## src/rtl/mips_pkg.sv

```systemverilog
// Shared MIPS execute-stage definitions: ALU control codes and the
// sequential multiplier's state encoding.
package mips_pkg;

  // ALU control codes understood by the combinational 32-bit ALU.
  localparam logic [2:0] ALU_ADD_CTR = 3'b010;
  localparam logic [2:0] ALU_SUB_CTR = 3'b110;
  localparam logic [2:0] ALU_SLT_CTR = 3'b100;

  // Multiplier iteration counter width: one count per multiplier bit.
  localparam int MUL_CNT_W = 5;

  // Sequential multiplier FSM states.
  typedef enum logic [1:0] {
    IDLE = 2'd0,
    STEP = 2'd1,
    DONE = 2'd2
  } mul_state_e;

endpackage : mips_pkg

```

## src/rtl/alu_mul_seq_carry_recover.sv

```systemverilog
// Recovers the carry-out of an unsigned add performed on a carry-less ALU,
// using only the MSBs of both operands and of the sum.
module carry_recover (
  input  logic a_msb_i,
  input  logic b_msb_i,
  input  logic sum_msb_i,
  output logic carry_o
);

  // Carry out of the top bit: both MSBs set, or one set and the sum MSB
  // cleared (meaning a carry came in and propagated out).
  assign carry_o = (a_msb_i & b_msb_i) | ((a_msb_i | b_msb_i) & ~sum_msb_i);

endmodule : carry_recover

```

## src/rtl/alu_mul_seq.sv

```systemverilog
// Sequential unsigned 32x32->64 shift-add multiplier. Borrows the
// execute-stage ALU for every partial-sum addition, one multiplier bit
// per cycle, and presents the product on prod_hi/prod_lo.
module alu_mul_seq
  import mips_pkg::*;
#(
  parameter int         WIDTH       = 32,
  parameter logic [2:0] ALU_ADD_CTR = mips_pkg::ALU_ADD_CTR
) (
  input  logic             clk,
  input  logic             reset,
  input  logic             start,
  input  logic [WIDTH-1:0] op_a,
  input  logic [WIDTH-1:0] op_b,
  output logic             busy,
  output logic             done,
  output logic [WIDTH-1:0] prod_hi,
  output logic [WIDTH-1:0] prod_lo,
  output logic [WIDTH-1:0] alu_src1,
  output logic [WIDTH-1:0] alu_src2,
  output logic [2:0]       alu_ctr,
  input  logic [WIDTH-1:0] alu_result,
  input  logic             zero_bit
);

  mul_state_e             state_q, state_d;
  logic [WIDTH-1:0]       mcand_q, mcand_d;
  logic [WIDTH-1:0]       prod_hi_q, prod_hi_d;
  logic [WIDTH-1:0]       prod_lo_q, prod_lo_d;
  logic [MUL_CNT_W-1:0]   cnt_q, cnt_d;
  logic                   prod_zero_q;
  logic                   add_carry;

  // Carry out of prod_hi + mcand, rebuilt from MSBs since the ALU has no carry.
  carry_recover u_carry_recover (
    .a_msb_i   (prod_hi_q[WIDTH-1]),
    .b_msb_i   (mcand_q[WIDTH-1]),
    .sum_msb_i (alu_result[WIDTH-1]),
    .carry_o   (add_carry)
  );

  // ALU operand drive: partial-sum add while stepping, quiet zeros otherwise.
  always_comb begin
    alu_ctr  = ALU_ADD_CTR;
    alu_src1 = '0;
    alu_src2 = '0;
    if (state_q == STEP) begin
      alu_src1 = prod_hi_q;
      alu_src2 = mcand_q;
    end
  end

  // Next-state and datapath update for the shift-add iteration.
  always_comb begin
    // NOTE: every signal written here gets a default first, so no path
    // leaves it unassigned and no latch is inferred.
    state_d   = state_q;
    mcand_d   = mcand_q;
    prod_hi_d = prod_hi_q;
    prod_lo_d = prod_lo_q;
    cnt_d     = cnt_q;
    unique case (state_q)
      IDLE: begin
        if (start) begin
          mcand_d   = op_a;
          prod_hi_d = '0;
          prod_lo_d = op_b;
          cnt_d     = '0;
          state_d   = STEP;
        end
      end
      STEP: begin
        if (prod_lo_q[0]) begin
          {prod_hi_d, prod_lo_d} = {add_carry, alu_result, prod_lo_q[WIDTH-1:1]};
        end else begin
          {prod_hi_d, prod_lo_d} = {1'b0, prod_hi_q, prod_lo_q[WIDTH-1:1]};
        end
        cnt_d = cnt_q + MUL_CNT_W'(1);
        if (cnt_q == {MUL_CNT_W{1'b1}}) begin
          state_d = DONE;
        end
      end
      DONE: begin
        // Result is already in place; start is deliberately ignored here.
        state_d = IDLE;
      end
      default: begin
        state_d = IDLE;
      end
    endcase
  end

  // State and datapath registers with synchronous active-high reset.
  always_ff @(posedge clk) begin
    // NOTE: sequential state uses non-blocking assignments so every
    // register samples the pre-edge values regardless of statement order.
    if (reset) begin
      state_q     <= IDLE;
      mcand_q     <= '0;
      prod_hi_q   <= '0;
      prod_lo_q   <= '0;
      cnt_q       <= '0;
      prod_zero_q <= 1'b0;
    end else begin
      state_q   <= state_d;
      mcand_q   <= mcand_d;
      prod_hi_q <= prod_hi_d;
      prod_lo_q <= prod_lo_d;
      cnt_q     <= cnt_d;
      if (state_q == STEP) begin
        prod_zero_q <= zero_bit;
      end
    end
  end

  assign busy    = (state_q == STEP);
  assign done    = (state_q == DONE);
  assign prod_hi = prod_hi_q;
  assign prod_lo = prod_lo_q;

endmodule : alu_mul_seq
```

## config.mk

```make
export PLATFORM = sky130hd
export DESIGN_NAME = alu_mul_seq
export DESIGN_NICKNAME = d
export VERILOG_FILES = /design/src/rtl/mips_pkg.sv /design/src/rtl/alu_mul_seq_carry_recover.sv /design/src/rtl/alu_mul_seq.sv
export SDC_FILE = /design/constraint.sdc
export NUM_CORES = 1
export LEC_CHECK = 0
export BUFFER_PORTS_ARGS = -buffer_cell sky130_fd_sc_hd__buf_2
export CORE_MARGIN = 4
export CORE_UTILIZATION = 50
export DETAILED_ROUTE_END_ITERATION = 7
export PLACE_DENSITY = 0.83
export SYNTH_ARGS = -nofsm -noshare
export SYNTH_HDL_FRONTEND = slang
export SYNTH_SLANG_ARGS = --single-unit
export TNS_END_PERCENT = 1
```

## constraint.sdc

```tcl
create_clock -name clk -period 3.6 [get_ports clk]
set_input_delay 0.9 -clock clk [delete_from_list [all_inputs] [get_ports clk]]
set_output_delay 0.9 -clock clk [all_outputs]
set_load 0.005 [all_outputs]
```

Word-level counts from Yosys, hierarchy flattened. Index checks and enable logic that the tools add are counted.

Muxes and demuxes: 13. Bitwise logic cells: 5. Equal/unequal tests: 5. Reduce and logical (&&, ||, !) cells: 5. $add $sub $neg: 1.

Operator list (number): $mux 32 (6); $pmux 32 s2 (2); $pmux 5 s2 (1); $reduce_and 2->1 (3); $add 5x1->5 const B (1); $eq 5x5->1 const B (1); $mux 5 (1); $mux 2 (2); $pmux 2 s2 (1); $and 1x1->1 (2); $eq 2x1->1 const B (1); $eq 2x2->1 const B (1); $logic_not 2->1 (1); $ne 2x1->1 const B (1); $ne 2x2->1 const B (1); $or 1x1->1 (2); $reduce_bool 2->1 (1); $not 1->1 (1).

Logic and storage cells: 34. Output and inout port bits: 133. Register bits: 103. Bits of input ports: 100.

Logic depth before layout (Yosys ltp).
Depth in word-level cells: 5. Depth in mapped cells: 6. Mapped depth without buffers: 5.

By module. From an unflattened synthesis, not the netlist that was laid out.

Cells, all modules: 574. Area total of the unflattened synthesis: 4829.6 sq um.

Modules (own cells, without submodules): alu_mul_seq (area an instance 4814.6 sq um, instances 1, seq. area each 2062.0 sq um, cells each 572); carry_recover (area an instance 15.0 sq um, instances 1, seq. area each 0.0 sq um, cells each 2).

Worst setup path after synthesis. Ideal clock, no wire load.

Path kind: reg2out. From: register state_q[1]. To: output alu_src1[10]. Path buffers: 2. Stages on the path, launching flop included: 6. Arrival time: 1034 ps. Data required time: 2700 ps. Path slack: 1666 ps. Cells stage by stage: dfxtp_1 -> nand2b_2 -> inv_2 -> buf_4 -> clkbuf_2 -> and2_1.

Cells in the longest elaborated chain, start to end: 2.

Ends and longest elaborated chain: start: declaration (RTL line alu_mul_seq.sv:26) `mul_state_e state_q, state_d;`; start signal: assignment (RTL line alu_mul_seq.sv:105) `state_q <= state_d;`; $eq 2x1->1 (RTL line alu_mul_seq.sv:47) `if (state_q == STEP) begin`; $mux 32 (RTL line alu_mul_seq.sv:47); end: declaration (RTL line alu_mul_seq.sv:19) `output logic [WIDTH-1:0] alu_src1,`.

No other way between the ends.

Worst setup path after layout.
From: register state_q[1]. To: output alu_src2[29].

Cells in the longest elaborated chain, start to end: 2.

Ends and longest elaborated chain: $eq 2x1->1 (RTL line alu_mul_seq.sv:47); $mux 32 (RTL line alu_mul_seq.sv:47); end: declaration (RTL line alu_mul_seq.sv:20) `output logic [WIDTH-1:0] alu_src2,`.

No other way between the ends.

==> results.md <==
* Status: finished, final reports clean
* Worst r2r path cells at 3
* DRT Wirelength at 13000 um
* Top cell type's share of synthesized area at 42.81%
* Initial antenna violation count at 1
* First-pass iteration count of the detailed router at 6
* Top FF cell, synth: dfxtp_1
* DR vias/cell at 5.223
* Final #Nets at 870
* Share of flip-flops with an asynchronous set or reset at 0%
* Setup crit start kind: register
* Ys Warns at 0
* Hold Fails Final Rpt at 0
* Post-Layout Inst Area at 6106 sq um
* Slowest CP cell: dfxtp_1
* Fillers at 793
* Sequential area share after synthesis at 42.81%
* Fmax at 0.3493 GHz
* Vias in the first global route at 4397
* Core ar. at 9328 sq um
* Final HPWL DP at 9106 um
* Remaining Overflow, GRT at 0
* Largest family of logic cells by synthesized area: simple AND/OR/NAND/NOR gates
* Clock buffer depth at 2
* Top cell family by delay on the critical path: buffers and inverters
* Buffers and inverters on the worst path at 3
* Tcrit/Tclk final at 79.52%
* Worst Path Class, Setup: register to output pin
* Simple-gate share of the synthesized area at 23.27%
* Clk pin slew, worst setup/hold paths at 100 ps
* Final ANT Viol Nets at 0
* Global placer's final weighted congestion at 0.7696
* Setup TNS Final at 0 ps
* Maxcap violations at 0
* Post-synthesis mux area share at 7.455%
* RSZ-0062 raised after global routing: no
* PD cells at 381.0 nW/um^2
* Worst Tran Pin Value at 1176 ps
* Largest cells by area after synthesis: dfxtp_1 43%, and2_1 8.3%, nand2_1 7.6%
* Antenna Cells at 0
* CTS tree: built
* Initial Util at 51.64%
* Largest net degree at the start of global routing at 106
* Most frequent cell after synthesis: dfxtp_1
* Htree depth at 3
* Postcts setup bufs at 0
* Critical-path cell list: nand2b_2 > clkinv_2 > buf_12 > and2_1 > buf_2
* Layout cells sized above 1 at 39.12%
* DRC viols at 0
* Vias at 4706
* Top cells by count, synth: 103 x dfxtp_1, 98 x nand2_1, 66 x a21oi_1, 64 x and2_1, 63 x nor2_1
* Leakage at 2.991 nW
* Setup-failing EPs final at 0
* Die Y at 106.2 um
* Clk root buf: clkbuf_8
* Initial DRC Count at 228
* CTS Buf Count at 9
* CTS-repair resized insts at 0
* Post-Syn Instances at 576
* Synth Area in Compound Gates at 19.74%
* Yosys cell types at 37
* Worst skew pair latency at 350 ps
* Critical Path Stages at 5
* Clk_skew at 15.27 ps
* Num rows at 35
* Adder-cell share of the synthesized area at 0.5195%
* Max Slew Vio Count at 0
* First-pass GRT wire length at 20910 um
* Rel. slew slack at 21.62%
* Maximum vdd ir drop at 0.2319 mV
* I/O pin count at 233
* Die area at 11270 sq um
* Min Tclk post-route at 2863 ps
* Synthesized area at 4817 sq um
* Worst path max stage delay at 450 ps
* Hold path depth at 2
* CP Max Fanout at 80
* Die width at 106.2 um
* IO Port Bufs at 228
* Hold-fix buffers, CTS at 0
* CP Capture Type: output pin
* CP required at 2700 ps
* Avg WL per Cell at 14.43 um
* Number of flops mapped to enable cells by yosys at 0
* CTS sink count at 103
* Hold Path Class: register to register
* Yosys top cell by area: dfxtp_1
* Syn-to-layout area delta at 26.75%
* GRT Util Overall at 22.20%
* Synth Area per Inst at 8.363 sq um
* Synthesized flop and latch total at 103
* Synth Area in XOR/XNOR at 0%
* Worst Path Arrival at 1960 ps
* Placed cell area at 5933 sq um
[cell families (layout without fill, tap and decap cells)]
family	after synthesis	count (layout)
and+or+nand+nor	242	242
AOI/OAI and AO/OA	137	137
DFF	103	103
buffers and inverters	58	253
muxes	32	32
adders and majority gates	2	2
other	2	3
[worst paths after layout]
check | from | endpoint | slack, ps
setup / recovery | state_q[1] | alu_src2[29] | 740
hold / removal | mcand_q[11] | mcand_q[11] | 460
setup reg to reg | state_q[0] | state_q[0] | 1580
hold reg to reg | mcand_q[11] | mcand_q[11] | 460
[worst reg2reg max path, cell delays in order, from the launching register on]
cell and delay, ps:
dfxtp_1 550, or3b_1 950, o21ai_0 190, nor2b_1 190
[metrics by stage]
step | total power, W | cells | utilization, % | setup WS (ps) | hold WS, ps
floorplan | 0.001546 | 577 | - | 1666 | 431.7
global placement | 0.001686 | 886 | 63.61 | 1107 | 437.2
detailed placement | 0.001702 | 886 | 63.61 | 1072 | 444.4
CTS | 0.002352 | 901 | 65.46 | 735.0 | 456.7
global route | 0.002454 | 901 | 65.46 | 582.4 | 478.4
finish | 0.002326 | 901 | 65.46 | 737.4 | 455.8
[registers in the layout (all words and copies together) (netlist names)]
register	cells
cnt_q	5
state_q	2
prod_lo	32
mcand_q	32
prod_hi	32
[per-layer routing]
| metal | track usage (%) | part of all wire (%) | vias up |
|---|---|---|---|
| li1 | - | - | 2326 |
| met1 | 26.57 | 40 | 2165 |
| met2 | 39.19 | 50 | 184 |
| met3 | 4.554 | 7.0 | 29 |
| met4 | 8.048 | 2.4 | 2 |
| met5 | 0 | 0.069 | - |
[cells in the final DEF, fill, tap and decap left out, types with 2 or more instances in the layout]
cell        Yosys  final
clkbuf_8        0     10
nor2b_1         2      2
ha_1            2      2
a211oi_1       16     16
a22oi_1        31     31
buf_4          10      8
buf_2          24    227
nor2_1         63     63
nand2_1        98     98
conb_1          2      3
clkinvlp_4      0      3
a21oi_1        66     66
dfxtp_1       103    103
and2_1         64     64
a211oi_2       17     17
nand3_1         5      5
mux2_2         31     31
[power breakdown]
group          switching (W)  internal (W)
Clock               0.000381      0.000270
Combinational       0.000232      0.000186
Sequential         0.0000515       0.00121
Total               0.000665       0.00166
[layout make-up]
cell class,count,area (sq um),share of cell area (%)
Clock buffer,11,141.4,2.316
Tap cell,129,161.4,2.643
Multi-Input combinational cell,416,2485,40.70
Inverter,2,8.758,0.1434
Clock inverter,4,31.28,0.5123
Sequential cell,103,2062,33.77
Timing Repair Buffer,236,1216,19.92
Power figures use the tool's default switching activity.
